## src/rtl/arith_unit_seq.sv

```systemverilog
// -----------------------------------------------------------------------------
// arith_unit_seq
//
// Handshaked sequential arithmetic unit. One transaction at a time is accepted
// on a valid/ready handshake. Each transaction is either an unsigned WIDTH-bit
// add or an iterative shift-add multiply of A (WIDTH bits) by the low BWIDTH
// bits of B. The result is held on a registered port until the consumer takes
// it.
//
// Build option:
//   ARITH_CARRY_EN - when defined, the add carry-out appears at result[WIDTH].
//                    When undefined, the carry is dropped (legacy behaviour).
//                    Multiply behaviour is the same in both builds.
//
// Parameters:
//   WIDTH      operand A width, and operand B width for add (default 32)
//   BWIDTH     multiplier width, taken from b[BWIDTH-1:0] (1 <= BWIDTH <= WIDTH)
//
// Ports:
//   clk        clock, rising edge
//   nrst       synchronous active-low reset
//   in_valid   operand transaction valid
//   in_ready   unit can accept a transaction (idle)
//   a, b       operands (only b[BWIDTH-1:0] is used for multiply)
//   sel        0 = add, 1 = multiply
//   out_valid  result is valid
//   out_ready  consumer accepts the result
//   result     registered result, WIDTH+BWIDTH bits
//   busy       unit is working on or holding a transaction
// -----------------------------------------------------------------------------
module arith_unit_seq #(
    parameter int WIDTH  = 32,
    parameter int BWIDTH = 8
) (
    input  logic                    clk,
    input  logic                    nrst,
    input  logic                    in_valid,
    output logic                    in_ready,
    input  logic [WIDTH-1:0]        a,
    input  logic [WIDTH-1:0]        b,
    input  logic                    sel,
    output logic                    out_valid,
    input  logic                    out_ready,
    output logic [WIDTH+BWIDTH-1:0] result,
    output logic                    busy
);

    localparam int RW    = WIDTH + BWIDTH;
    // A one-bit counter is kept even for BWIDTH == 1 so the register exists.
    localparam int CNT_W = (BWIDTH > 1) ? $clog2(BWIDTH) : 1;
    localparam logic [CNT_W-1:0] CNT_LAST = CNT_W'(BWIDTH - 1);

    localparam logic [1:0] IDLE = 2'd0;
    localparam logic [1:0] ADD  = 2'd1;
    localparam logic [1:0] MUL  = 2'd2;
    localparam logic [1:0] DONE = 2'd3;

    logic [1:0]       state_r;
    logic [1:0]       state_nxt_s;
    logic [WIDTH-1:0] a_r;
    logic [WIDTH-1:0] b_r;
    logic [RW-1:0]    acc_r;
    logic [CNT_W-1:0] cnt_r;
    logic [RW-1:0]    result_r;
    logic             in_ready_r;
    logic             out_valid_r;
    logic             busy_r;

    logic [WIDTH:0]   sum_s;
    logic [RW-1:0]    add_res_s;
    logic             mul_bit_s;
    logic [RW-1:0]    mul_term_s;
    logic [RW-1:0]    acc_nxt_s;
    logic             cnt_last_s;

    // Datapath: adder result and the next partial product of the multiplier.
    always_comb begin
        sum_s = {1'b0, a_r} + {1'b0, b_r};
`ifdef ARITH_CARRY_EN
        add_res_s = RW'(sum_s);
`else
        add_res_s = RW'(sum_s[WIDTH-1:0]);
`endif
        // Select multiplier bit cnt of B; cnt never exceeds BWIDTH-1.
        mul_bit_s = |(b_r & (WIDTH'(1) << cnt_r));
        if (mul_bit_s) begin
            mul_term_s = RW'(a_r) << cnt_r;
        end else begin
            mul_term_s = {RW{1'b0}};
        end
        // Accumulator is WIDTH+BWIDTH wide, so the product cannot overflow.
        acc_nxt_s  = acc_r + mul_term_s;
        cnt_last_s = (cnt_r == CNT_LAST);
    end

    // Next-state logic for the IDLE/ADD/MUL/DONE controller.
    always_comb begin
        state_nxt_s = state_r;
        case (state_r)
            IDLE: begin
                if (in_valid) begin
                    state_nxt_s = sel ? MUL : ADD;
                end else begin
                    state_nxt_s = IDLE;
                end
            end
            ADD: begin
                state_nxt_s = DONE;
            end
            MUL: begin
                if (cnt_last_s) begin
                    state_nxt_s = DONE;
                end else begin
                    state_nxt_s = MUL;
                end
            end
            DONE: begin
                if (out_ready) begin
                    state_nxt_s = IDLE;
                end else begin
                    state_nxt_s = DONE;
                end
            end
            default: begin
                state_nxt_s = IDLE;
            end
        endcase
    end

    // State, handshake flags, operand capture, multiplier iteration and result.
    always_ff @(posedge clk) begin
        if (!nrst) begin
            state_r     <= IDLE;
            a_r         <= {WIDTH{1'b0}};
            b_r         <= {WIDTH{1'b0}};
            acc_r       <= {RW{1'b0}};
            cnt_r       <= {CNT_W{1'b0}};
            result_r    <= {RW{1'b0}};
            in_ready_r  <= 1'b1;
            out_valid_r <= 1'b0;
            busy_r      <= 1'b0;
        end else begin
            state_r <= state_nxt_s;
            // Status flags are decoded from the next state so they are
            // registered yet line up exactly with the state they describe.
            in_ready_r  <= (state_nxt_s == IDLE);
            out_valid_r <= (state_nxt_s == DONE);
            busy_r      <= (state_nxt_s != IDLE);

            case (state_r)
                IDLE: begin
                    // in_ready is high throughout IDLE, so in_valid alone
                    // completes the handshake here.
                    if (in_valid) begin
                        a_r   <= a;
                        b_r   <= b;
                        acc_r <= {RW{1'b0}};
                        cnt_r <= {CNT_W{1'b0}};
                    end else begin
                        a_r <= a_r;
                        b_r <= b_r;
                    end
                end
                ADD: begin
                    result_r <= add_res_s;
                end
                MUL: begin
                    acc_r <= acc_nxt_s;
                    if (cnt_last_s) begin
                        // Final step: publish the accumulator including this
                        // cycle's partial product.
                        result_r <= acc_nxt_s;
                        cnt_r    <= {CNT_W{1'b0}};
                    end else begin
                        cnt_r <= cnt_r + CNT_W'(1);
                    end
                end
                DONE: begin
                    result_r <= result_r;
                end
                default: begin
                    result_r <= result_r;
                end
            endcase
        end
    end

    assign in_ready  = in_ready_r;
    assign out_valid = out_valid_r;
    assign busy      = busy_r;
    assign result    = result_r;

endmodule

```

## config.mk

```make
export PLATFORM = sky130hd
export DESIGN_NAME = arith_unit_seq
export DESIGN_NICKNAME = d
export VERILOG_FILES = /design/src/rtl/arith_unit_seq.sv
export SDC_FILE = /design/constraint.sdc
export NUM_CORES = 1
export LEC_CHECK = 0
export ABC_AREA = 0
export BUFFER_PORTS_ARGS = -buffer_cell sky130_fd_sc_hd__buf_2
export CAP_MARGIN = 20
export CORE_ASPECT_RATIO = 0.75
export CORE_MARGIN = 5
export CORE_UTILIZATION = 50
export CTS_CLUSTER_DIAMETER = 50
export DETAILED_ROUTE_END_ITERATION = 8
export PLACE_DENSITY = 0.66
export SLEW_MARGIN = 20
export SYNTH_ARGS = -nofsm -noshare
export SYNTH_HDL_FRONTEND = slang
export SYNTH_SLANG_ARGS = --single-unit
```

## constraint.sdc

```tcl
create_clock -name clk -period 7 [get_ports clk]
set_input_delay 0.7 -clock clk [delete_from_list [all_inputs] [get_ports clk]]
set_output_delay 0.7 -clock clk [all_outputs]
set_load 0.005 [all_outputs]
```

== Word-level counts from Yosys, hierarchy flattened ==
Index checks and enable logic that the tools add are counted.

* Flip-flop bits (word level): 152
* Word-level logic and storage cells: 44
* Input port bits: 69

* Add/subtract/negate cells: 3
* Shifts and indexed selects: 2
* Eq/ne operators: 7
* Mux-type cells: 13
* Reduce and logical (&&, ||, !) cells: 9
* Bitwise operators: 1

{| class="wikitable"
|+ Operator list
! kind !! count
|-
| 40-bit one-hot mux with 2 select lines || 2
|-
| 40-bit two-way mux || 3
|-
| 40-bit adder || 1
|-
| 32-bit by 3-bit << shifter with 40-bit output || 1
|-
| 32-bit adder || 1
|-
| 32-bit bitwise AND || 1
|-
| 32-bit OR reduction || 1
|-
| 1-bit by 3-bit << shifter with 32-bit output (first input constant) || 1
|-
| 2-bit one-hot mux with 4 select lines || 1
|-
| 2-bit equality test (second input constant) || 3
|-
| 2-bit two-way mux || 3
|-
| 3-bit two-way mux || 2
|-
| 3-bit one-hot mux with 2 select lines || 1
|-
| 2-bit AND reduction || 3
|-
| 2-bit nonzero test || 3
|-
| 2-bit logical NOT || 2
|-
| 2-bit inequality test (second input constant) || 2
|-
| 3-bit by 1-bit adder with 3-bit output (second input constant) || 1
|-
| 3-bit equality test (second input constant) || 1
|-
| 2-bit by 1-bit equality test with 1-bit output (second input constant) || 1
|-
| 1-bit two-way mux || 1
|}

== Logic depth before layout (Yosys ltp) ==
Gate-level depths: netlist of the first run.

* Word-level depth: 7
* Mapped depth: 24

== Least setup slack after synthesis of the first run ==
OpenSTA, ideal clock, no wires.

* Kind: register to register
* Start point: register cnt_r[1]
* End point: register result_r[32] (netlist: result[32])
* Arrival time: 5.154 ns
* Slack: 1.722 ns
* Library setup time: 0.124 ns
* Clock period less this slack: 5.278 ns
* Cell stages (with the launch flop): 25
* Data required time: 6.876 ns
* Cell sequence: dfxtp_1 clkbuf_1 clkbuf_1 clkbuf_1 inv_1 ha_1 a222oi_1 nand2_1 a222oi_1 clkbuf_1 clkbuf_1 nor3_1 ha_1 fa_1 a21oi_2 o21ai_2 a21oi_2 o41ai_4 a31o_2 a21oi_1 o31ai_1 a21oi_1 o21ai_1 xnor2_1 o21ai_0

* Word-level cells in the longest chain between the ends: 7
* Elaborated cells between the ends (all ways): 11
* Those cells by class: add/sub: 1; eq/ne: 2; shift: 2; mux: 3; bitwise: 1; reduce/logical: 2

{| class="wikitable"
|+ Ends and longest elaborated chain
! what !! line !! text
|-
| start, declared || 63 || <nowiki>logic [CNT_W-1:0] cnt_r;</nowiki>
|-
| start signal, assigned || 137 || <nowiki>cnt_r <= {CNT_W{1'b0}};</nowiki>
|-
| start signal, assigned || 158 || <nowiki>cnt_r <= {CNT_W{1'b0}};</nowiki>
|-
| start signal, assigned || 173 || <nowiki>cnt_r <= {CNT_W{1'b0}};</nowiki>
|-
| 1-bit by 3-bit << shifter with 32-bit output || 85 || <nowiki>mul_bit_s = |(b_r & (WIDTH'(1) << cnt_r));</nowiki>
|-
| 32-bit bitwise AND || 85 ||
|-
| 32-bit OR reduction || 85 ||
|-
| 40-bit two-way mux || 86 || <nowiki>if (mul_bit_s) begin</nowiki>
|-
| 40-bit adder || 92 || <nowiki>acc_nxt_s = acc_r + mul_term_s;</nowiki>
|-
| 40-bit two-way mux || 169 || <nowiki>if (cnt_last_s) begin</nowiki>
|-
| 40-bit one-hot mux with 2 select lines || 150 || <nowiki>case (state_r)</nowiki>
|-
| end signal, assigned || 165 || <nowiki>result_r <= add_res_s;</nowiki>
|-
| end signal, assigned || 172 || <nowiki>result_r <= acc_nxt_s;</nowiki>
|-
| end signal, assigned || 179 || <nowiki>result_r <= result_r;</nowiki>
|-
| end, declared || 64 || <nowiki>logic [RW-1:0] result_r;</nowiki>
|}

Several ways; a longest one is shown, not always the timed one. The select of a mux whose other input is x is not followed.
A chain may end at the register's enable or synchronous reset.

== Worst setup path after layout of the first run ==
* Start point: register cnt_r[1]
* End point: register result_r[39] (netlist: result[39])

The elaborated chain is that of the path after synthesis.

==> summary.txt, run 1 <==
Seq cells post-synth -> 152
Post-synth EDFFs -> 0
Initial Util -> 51.3%
Synthesized Nets -> 1490
global-route wire length before repair -> 48.7 mm
sequential area share after synthesis -> 29.1%
Flop pwr share -> 39.1%
Final nets -> 1545
Switching Share -> 31.5%
Finished Cell Area -> 0.0118 mm²
Hold Buf Count CTS -> 0
synth warn -> 0
global placement routability congestion -> 0.938
post_cts resized -> 0
CP delay by family, top -> compound AO/OA/AOI/OAI gates
max-cap violations -> 0
RSZ-0062 raised after global routing -> false
max-slew violation count -> 0
WP data arrival -> 5.77 ns
CTS Buffer Depth -> 2
Overflow after GRT -> 0
FF-to-FF setup slack -> 1.59 ns
asr flop ratio synth -> 0%
DRT iter0 DRCs -> 848
Core Region -> 0.0204 mm²
area post-placement -> 0.0112 mm²
area grow syn2layout -> 12.7%
hold path depth -> 2
most frequent CP cell -> a21oi_1
Worst setup SP type -> flip-flop
Clk pwr share -> 40.4%
Final TNS setup -> 0 ns
Worst Reg-to-Reg Cells -> 19
CTS tree -> built
ys flop type -> dfxtp_1
DR WL/cell -> 18.0 µm
Synth Area per Inst -> 7.78 µm²
Final min period -> 5.41 ns
Tot GR Track Use -> 25.3%
# diodes -> 0
CP Cell Sequence -> inv_1 -> ha_1 -> a222oi_1 -> nand2_1 -> a222oi_1 -> buf_4 -> a21oi_1 -> ha_1 -> a21oi_1 -> o21ai_1 -> a221o_1 -> a21o_1 -> nor3_1 -> a21oi_1 -> o22a_1 -> a41oi_1 -> o21bai_1 -> xnor2_1 -> o21ai_0
largest net degree at the start of global routing -> 86
die span in y -> 135 µm
Cells after Synth -> 1343
Vias/cell -> 5.84
reg2reg start -> cnt_r[1]
most used routing layer -> met1
worst-path fanout max -> 31
Internal -> 1.73 mW
Leak Pwr -> 5.11 nW
Hold Path End -> b_r[30]
met3 Use GR -> 6.75%
part of the power in combinational logic -> 20.5%
peak supply drop -> 0.160 mV
die area -> 0.0239 mm²
DR vias -> 9883
layout cells sized above 1 -> 14.0%
number of distinct library cells after synthesis -> 62
Hold Worst Slack -> 0.468 ns
DPL Wire Length -> 22.7 mm
final antenna-violating net count -> 0
CTS sink cnt -> 152
r2r endpoint -> result[39]
final hold violations -> 0
met1 usage -> 41.2%
Post-CTS Setup Inserts -> 0
port buffer count -> 111
Crit. End Element -> flip-flop
Final setup viols -> 0
CTS root buf -> clkbuf_16
latest clock arrival within the worst-skew pair -> 0.44 ns
DRC violations left -> 0
outcome -> completed
met2 Use GR -> 33.1%
Mapped Area -> 0.0105 mm²
CP Data Required Time -> 7.36 ns
critical path class -> flip-flop to flip-flop
TritonCTS Buffers -> 17
Cell Pwr Density -> 214 mW/mm²
Detailed Route WL -> 30.4 mm
HP Start -> b_r[30]
net switching power -> 0.794 mW
CP max stage delay -> 0.69 ns
H-tree depth -> 4
Rel. slew slack -> 41.3%
drt first pass iters -> 5
clk_skew -> 0.0112 ns
Critical path buffers and inverters -> 2
Worst-path clk slew -> 0.07 ns
Die X -> 177 µm
initial antenna violation count -> 0
Ports -> 112
fmax -> 0.185 GHz
cell row count -> 45
vias in the first global route -> 8979
Tcrit/Tclk final -> 77.3%
Slew @ Worst Pin -> 0.878 ns
class of the worst hold path -> flip-flop to flip-flop
Worst path slowest cell -> a222oi_1
[metal layers]
metal	wire length, µm	up-vias
li1	-	4888
met4	217	0
met3	2540	22
met2	11600	336
met1	16100	4637
met5	0	-
[per-stage QoR]
step / setup slack, ns / total power [mW] / std cells / util, %
finish: 1.59 / 2.52 / 1693 / 57.8
global route: 1.12 / 2.63 / 1693 / 57.8
CTS: 1.72 / 2.52 / 1693 / 57.8
detailed placement: 1.73 / 1.51 / 1661 / 54.7
global placement: 1.94 / 1.51 / 1661 / 54.7
floorplan: 1.72 / 1.33 / 1343 / -
[cell usage in the layout, fill, tap and decap left out, types with 34 or more instances in the layout]
cell / netlist / routed
a21boi_0: 93 / 93
nor2_1: 62 / 61
xnor2_1: 34 / 34
a21oi_1: 117 / 117
buf_2: 0 / 110
ha_1: 76 / 76
o21ai_0: 72 / 72
nand2_1: 295 / 294
a21o_1: 35 / 35
dfxtp_1: 152 / 151
[tightest hold or removal path, cell delays in order (launching register included)]
cell	delay, ns
dfxtp_1	0.31
nand2_1	0.05
a21boi_0	0.06
[layout make-up]
class | count | area (µm²)
well taps | 282 | 353
flip-flops and latches | 152 | 3040
fillers | 1986 | 8600
multi-input cells | 1082 | 7020
clock inverters | 13 | 191
repair buffers | 123 | 648
clock buffers | 19 | 443
inverters | 22 | 82.6
[state kept, by name, indices dropped and copies added (netlist names)]
name	count
a_r	32
acc_r	40
b_r	32
busy	1
cnt_r	3
in_ready	1
out_valid	1
result	40
state_r	2
[worst max path at each step]
stage | startpoint | endpoint | slack [ns] | cells past startpoint
floorplan | cnt_r[1] | result[32] | 1.72 | 24
global placement | cnt_r[1] | result[39] | 1.94 | 19
detailed placement | cnt_r[1] | result[39] | 1.73 | 19
CTS | cnt_r[1] | result[39] | 1.72 | 19
global route | cnt_r[1] | result[39] | 1.12 | 19
finish | cnt_r[1] | result[39] | 1.59 | 19
[synthesized netlist by cell type, types with 4 or more instances]
cell      number  share of area, %
o21a_1         7              0.50
a32o_1         5              0.48
a21oi_1      117               5.6
a21o_1        35               2.5
inv_1         22              0.79
o22ai_1        4              0.24
a211oi_1      12              0.86
a22oi_1       10              0.72
dfxtp_1      152                29
nor2_1        62               2.2
mux2i_1       11               1.1
xor2_1        29               2.4
a31oi_1       19               1.1
and3_1        10              0.60
clkbuf_1      75               2.7
o31ai_1        5              0.36
nand3_1       22               1.1
nand2b_1       9              0.54
buf_1         12              0.43
nand2_1      295                11
mux4_2        18               3.9
nor3_1        18              0.86
o21ai_0       72               3.4
mux2_2         6              0.65
a21boi_0      93               6.7
and2_1         8              0.48
ha_1          76               9.1
o21ai_1        9              0.43
nand4_1       11              0.66
o211ai_1       6              0.43
xnor2_1       34               2.8
o21bai_1      13              0.93
nor2b_1       20               1.2
[cell families after synthesis]
family,Yosys count,synth area share (%)
XOR/XNOR,63,5.28
AO/OA/AOI/OAI,442,27.8
buffers and inverters,109,3.91
flip-flops,152,29.1
AND/OR/NAND/NOR,464,18.8
multiplexers,35,5.58
adder cells (fa/ha/maj),78,9.48
[power by group through the flow]
stage	combinational [mW]	sequential [mW]	clock, mW
global route	0.570	0.993	1.06
CTS	0.512	0.984	1.03
floorplan	0.347	0.982	0
finish	0.516	0.985	1.02
global placement	0.505	1.00	0
detailed placement	0.509	1.00	0
Power figures use the tool's default switching activity.
==> inputs of run 2 (changes only) <==
==> constraint.sdc (replaced) <==
create_clock -name clk -period 5.05 [get_ports clk]
set_input_delay 0.505 -clock clk [delete_from_list [all_inputs] [get_ports clk]]
set_output_delay 0.505 -clock clk [all_outputs]
set_load 0.005 [all_outputs]
==> run 2 against run 1 <==
  * Utilization is 0.092 points lower
  * Clock skew rose by 0.0017 ns
  * Count of clock-buffer cells in the layout stayed put
  * Final area fell by 0.16%
  * First-iteration DRC count rose by 20%
  * Setup slack got worse by 1.3 ns
  * Critical path depth shrank 1
==> summary.txt, run 2 (same netlist as run 1, synthesis figures left out) <==
Worst setup SP type -> flip-flop
port buffer count -> 111 (unchanged)
Slew @ Worst Pin -> 0.919 ns (+0.0405 ns)
max-cap violations -> 0 (unchanged)
Final TNS setup -> 0 ns (unchanged)
commonest non-fill, non-tap cell in the layout -> nand2_1
Worst path slowest cell -> o41ai_2
Detailed Route WL -> 30.1 mm (-0.88%)
drt first pass iters -> 5 (unchanged)
Hold Buf Count CTS -> 0 (unchanged)
Tot GR Track Use -> 24.7% (-0.55 points)
CP delay by family, top -> compound AO/OA/AOI/OAI gates
die area -> 0.0239 mm² (unchanged)
reg2reg start -> cnt_r[0]
Core Region -> 0.0204 mm² (unchanged)
die span in y -> 135 µm (unchanged)
largest net degree at the start of global routing -> 102 (+19%)
Hold Path End -> b_r[4]
# diodes -> 0 (unchanged)
Crit. End Element -> flip-flop
global placement routability congestion -> 0.949 (+1.2%)
Worst Reg-to-Reg Cells -> 18 (-1)
Finished Layout Cells -> 1696 (+0.18%)
cell row count -> 45 (unchanged)
HP Start -> b[4]
Leak Pwr -> 5.10 nW (-0.10%)
DPL Wire Length -> 22.7 mm (-0.43%)
most frequent cells in the layout -> 293 x nand2_1, 150 x dfxtp_1, 117 x a21oi_1, 110 x buf_2, 93 x a21boi_0
Final nets -> 1548 (+0.19%)
CTS sink cnt -> 152 (unchanged)
latest clock arrival within the worst-skew pair -> 0.43 ns (about the same)
r2r endpoint -> acc_r[36]
hold path depth -> 3 (+1)
vias in the first global route -> 8879 (-1.1%)
fmax -> 0.210 GHz (+14%)
Clk pwr share -> 38.5% (-1.9 points)
area post-placement -> 0.0112 mm² (+0.22%)
area grow syn2layout -> 12.6%
Worst-path clk slew -> 0.07 ns (about the same)
critical path class -> flip-flop to flip-flop
worst-path fanout max -> 20 (-35%)
DRC violations left -> 0 (unchanged)
Vias/cell -> 5.85 (+0.27%)
Tcrit/Tclk final -> 94.3% (+17 points)
CP max stage delay -> 0.47 ns (-0.22 ns)
Critical path buffers and inverters -> 3 (+1)
initial antenna violation count -> 0 (unchanged)
Overflow after GRT -> 0 (unchanged)
CP Data Required Time -> 5.38 ns (-1.98 ns)
Final Util -> 57.7% (-0.092 points)
Finished Cell Area -> 0.0118 mm² (-0.16%)
final hold violations -> 0 (unchanged)
PnR worst setup slack -> 0.289 ns (-1.30 ns)
Final setup viols -> 0 (unchanged)
max-slew violation count -> 0 (unchanged)
DR WL/cell -> 17.8 µm (-1.1%)
final antenna-violating net count -> 0 (unchanged)
total power -> 3.38 mW (+34%)
Die X -> 177 µm (unchanged)
CTS root buf -> clkbuf_16
part of the power in combinational logic -> 21.1% (+0.6 points)
WP data arrival -> 5.09 ns (-0.68 ns)
pre-CTS setup slack -> 0.365 ns (-1.36 ns)
Hold Worst Slack -> 0.315 ns (-0.153 ns)
Final min period -> 4.76 ns (-0.650 ns)
peak supply drop -> 0.146 mV (-8.6%)
Flop pwr share -> 40.4% (+1.3 points)
TritonCTS Buffers -> 17 (unchanged)
net switching power -> 1.10 mW (+38%)
class of the worst hold path -> input pin to flip-flop
FF-to-FF setup slack -> 0.29 ns (-1.30 ns)
outcome -> completed
Cell Pwr Density -> 287 mW/mm² (+34%)
DP Cell Count -> 1664 (+0.18%)
global-route wire length before repair -> 47.6 mm (-2.4%)
DRT iter0 DRCs -> 1017 (+20%)
Initial Util -> 51.3% (unchanged)
H-tree depth -> 4 (unchanged)
CTS Buffer Depth -> 2 (unchanged)
Ports -> 112 (unchanged)
Internal -> 2.28 mW (+32%)
Switching Share -> 32.5% (+0.99 points)
Rel. slew slack -> 38.6% (-2.7 points)
DR vias -> 9927 (+0.45%)
CTS tree -> built
layout cells sized above 1 -> 14.4% (+0.39 points)
clk_skew -> 0.0129 ns (+0.00169 ns)
CP Cell Sequence -> inv_1 -> ha_1 -> a222oi_1 -> nand2_1 -> a222oi_1 -> buf_4 -> buf_4 -> a21oi_1 -> ha_1 -> nand2_1 -> o21ai_0 -> o2111a_1 -> o21ai_0 -> a31o_1 -> o41ai_2 -> a31oi_1 -> xnor2_1 -> a32o_1
FILL cells -> 1974 (-0.60%)
run 2: power groups by stage:
stage               Combinational [mW]  Clock (mW)  Sequential [mW]
floorplan                        0.482           0             1.36
global placement                 0.698           0             1.39
detailed placement               0.702           0             1.39
CTS                              0.705        1.31             1.37
global route                     0.784        1.35             1.38
finish                           0.713        1.30             1.37
run 2: how the worst max path moves through the flow:
stage / depth (start not counted) / from / slack [ns] / endpoint
2_1_floorplan: 24 / cnt_r[1] / 0.09 / result[32]
3_3_place_gp: 20 / cnt_r[1] / 0.40 / result[39]
3_5_place_dp: 18 / cnt_r[1] / 0.37 / acc_r[36]
4_1_cts: 20 / cnt_r[1] / 0.32 / acc_r[39]
5_1_grt: 19 / cnt_r[0] / -0.008 / result[39]
6_report: 18 / cnt_r[0] / 0.29 / acc_r[36]
run 2: repair_timing:
item,4_1_cts,5_1_grt
setup endpoints to repair,0,2
buffers inserted,0,0
gates resized for setup,0,3
run 2: cell type report:
class | instances | area, µm² | share of cell area (%)
clock buffers | 19 | 433 | 3.68
clock inverters | 13 | 144 | 1.22
inverters | 22 | 82.6 | 0.702
multi-input cells | 1082 | 7040 | 59.8
flip-flops and latches | 152 | 3050 | 25.9
well taps | 282 | 353 | 3.00
repair buffers | 126 | 671 | 5.70
run 2: per-layer routing:
layer  up-vias  wire length [µm]  track usage, %
met5         -                 0               0
met4         0               206            4.55
met2       346             11500            32.6
met1      4661             15900            40.7
met3        18              2500            5.30
li1       4902                 -               -
run 2: worst register-to-register path, delay by kind of cell, from the launching register on:
| family | cells | cell delay, ns |
|---|---|---|
| flip-flops | 1 | 0.45 |
| adder cells (fa/ha/maj) | 2 | 0.60 |
| AO/OA/AOI/OAI | 10 | 2.57 |
| XOR/XNOR | 1 | 0.18 |
| AND/OR/NAND/NOR | 2 | 0.18 |
| buffers and inverters | 3 | 0.67 |
==> inputs of run 3 (changes only) <==
--- a/config.mk
+++ b/config.mk
@@ -13,6 +13,7 @@
 export CORE_UTILIZATION = 50
 export CTS_CLUSTER_DIAMETER = 50
 export DETAILED_ROUTE_END_ITERATION = 8
+export GPL_TIMING_DRIVEN = 0
 export PLACE_DENSITY = 0.66
 export SLEW_MARGIN = 20
 export SYNTH_ARGS = -nofsm -noshare
==> run 3 against run 2 <==
  * Global-route usage grew 3.2 points
  * Highest routed layer unchanged
  * Combinational power grew 9.5%
  * Final area grew 3.6%
  * Utilization grew 2.1 points
  * Critical path type unchanged
  * Non-clock buffer count grew 82
  * Flip-flop and latch count is the same
  * Critical path depth grew 3
==> summary.txt, run 3 (same netlist as run 1, synthesis figures left out) <==
outcome -> completed
clk_skew -> 0.0157 ns (+0.00288 ns)
peak supply drop -> 0.208 mV (+42%)
final hold violations -> 0 (unchanged)
CTS sink cnt -> 152 (unchanged)
DRC violations left -> 0 (unchanged)
DR WL/cell -> 19.3 µm (+8.4%)
Core Region -> 0.0204 mm² (unchanged)
max-slew violation count -> 0 (unchanged)
CTS tree -> built
Worst Reg-to-Reg Cells -> 21 (+3)
PnR worst setup slack -> 0.216 ns (-0.0733 ns)
max-cap violations -> 0 (unchanged)
Detailed Route WL -> 34.2 mm (+14%)
H-tree depth -> 4 (unchanged)
Tot GR Track Use -> 27.9% (+3.2 points)
total power -> 3.42 mW (+1.3%)
CP Data Required Time -> 5.38 ns (about the same)
vias in the first global route -> 9217 (+3.8%)
r2r endpoint -> acc_r[36]
pre-CTS setup slack -> -0.884 ns (-1.25 ns)
Rel. slew slack -> 43.9% (+5.4 points)
Die X -> 177 µm (unchanged)
Critical path buffers and inverters -> 5 (+2)
Slew @ Worst Pin -> 0.841 ns (-0.0783 ns)
largest net degree at the start of global routing -> 20 (-80%)
area grow syn2layout -> 16.6%
CP max stage delay -> 0.37 ns (-0.10 ns)
Overflow after GRT -> 0 (unchanged)
cell row count -> 45 (unchanged)
drt first pass iters -> 5 (unchanged)
WP data arrival -> 5.16 ns (+0.07 ns)
worst-path fanout max -> 19 (-5.0%)
Final TNS setup -> 0 ns (unchanged)
hold path depth -> 3 (unchanged)
Cell Pwr Density -> 281 mW/mm² (-2.2%)
port buffer count -> 111 (unchanged)
reg2reg start -> cnt_r[1]
TritonCTS Buffers -> 17 (unchanged)
die span in y -> 135 µm (unchanged)
FILL cells -> 1954 (-1.0%)
most frequent cells in the layout -> 295 x nand2_1, 150 x dfxtp_1, 112 x buf_2, 111 x a21oi_1, 93 x a21boi_0
Tcrit/Tclk final -> 95.7% (+1.5 points)
layout cells sized above 1 -> 14.9% (+0.55 points)
# diodes -> 0 (unchanged)
Final setup viols -> 0 (unchanged)
CTS Buffer Depth -> 2 (unchanged)
Hold Buf Count CTS -> 0 (unchanged)
Crit. End Element -> flip-flop
Vias/cell -> 5.82 (-0.61%)
Final nets -> 1630 (+5.3%)
CP Cell Sequence -> buf_4 -> clkbuf_16 -> inv_1 -> ha_1 -> a222oi_1 -> nand2_1 -> a222oi_1 -> buf_4 -> buf_2 -> a21oi_1 -> ha_2 -> a21o_1 -> a21o_1 -> a21oi_1 -> o21ai_0 -> a221o_1 -> a21oi_2 -> o41ai_4 -> a31oi_2 -> xnor2_1 -> a32o_1
initial antenna violation count -> 0 (unchanged)
CTS root buf -> clkbuf_16
HP Start -> b[3]
Finished Layout Cells -> 1778 (+4.8%)
DR vias -> 10343 (+4.2%)
die area -> 0.0239 mm² (unchanged)
DP Cell Count -> 1736 (+4.3%)
Ports -> 112 (unchanged)
Final min period -> 4.83 ns (+0.0733 ns)
class of the worst hold path -> input pin to flip-flop
critical path class -> flip-flop to flip-flop
global-route wire length before repair -> 51.8 mm (+9.0%)
Final Util -> 59.8% (+2.1 points)
CP delay by family, top -> compound AO/OA/AOI/OAI gates
commonest non-fill, non-tap cell in the layout -> nand2_1
fmax -> 0.207 GHz (-1.5%)
Worst-path clk slew -> 0.07 ns (about the same)
final antenna-violating net count -> 0 (unchanged)
Initial Util -> 51.3% (unchanged)
global placement routability congestion -> 0.950 (+0.13%)
Worst path slowest cell -> ha_2
Hold Path End -> b_r[3]
Worst setup SP type -> flip-flop
DRT iter0 DRCs -> 1116 (+9.7%)
Leak Pwr -> 5.24 nW (+2.6%)
latest clock arrival within the worst-skew pair -> 0.44 ns (about the same)
DPL Wire Length -> 26.7 mm (+18%)
FF-to-FF setup slack -> 0.22 ns (-0.07 ns)
run 3: area by class of cell:
type | count | area, µm² | share of cell area, %
Buffer | 83 | 350 | 2.87
Clock buffer | 20 | 457 | 3.75
Clock inverter | 12 | 116 | 0.955
Inverter | 22 | 86.3 | 0.708
Multi-Input combinational cell | 1082 | 7120 | 58.4
Sequential cell | 152 | 3050 | 25.0
Tap cell | 282 | 353 | 2.90
Timing Repair Buffer | 125 | 661 | 5.42
run 3: worst min-delay path, cell delays in order:
cell and delay [ns]:
buf_2 0.09, nand2_1 0.04, a21boi_0 0.06
run 3: per-layer routing:
metal	part of all wire [%]	vias to the layer above	routed length (µm)	track usage, %
li1	-	5042	-	-
met2	40	436	13800	39.5
met4	1.3	0	429	5.28
met3	9.9	36	3380	6.64
met5	0	-	0	0
met1	48	4829	16600	43.0
run 3: how the worst max path moves through the flow:
| stage | start | end | slack [ns] | cells after the start |
|---|---|---|---|---|
| after floorplan | cnt_r[1] | result[32] | 0.09 | 24 |
| after global placement | cnt_r[1] | result[39] | -0.98 | 23 |
| after detailed placement | cnt_r[1] | result[39] | -0.88 | 24 |
| after CTS | cnt_r[1] | result[32] | 0.02 | 23 |
| after global routing | cnt_r[1] | acc_r[39] | -0.03 | 23 |
| final | cnt_r[1] | acc_r[36] | 0.22 | 21 |
run 3: timing repair:
item | 4_1_cts | 5_1_grt
setup buffers | 2 | 12
gates resized for setup | 14 | 32
pin swaps | 4 | 12
gates cloned | 0 | 0
endpoints found under the setup margin | 59 | 40
run 3: report_power, final:
group	internal (mW)	switching [mW]
Clock	0.711	0.567
Combinational	0.279	0.502
Sequential	1.28	0.0798
run 3: metrics by stage:
stage	hold slack, ns	cell area (µm²)
3_5_place_dp	0.459	11400
5_1_grt	0.307	12200
2_1_floorplan	0.431	10500
4_1_cts	0.304	12000
6_report	0.309	12200
3_3_place_gp	0.449	11400
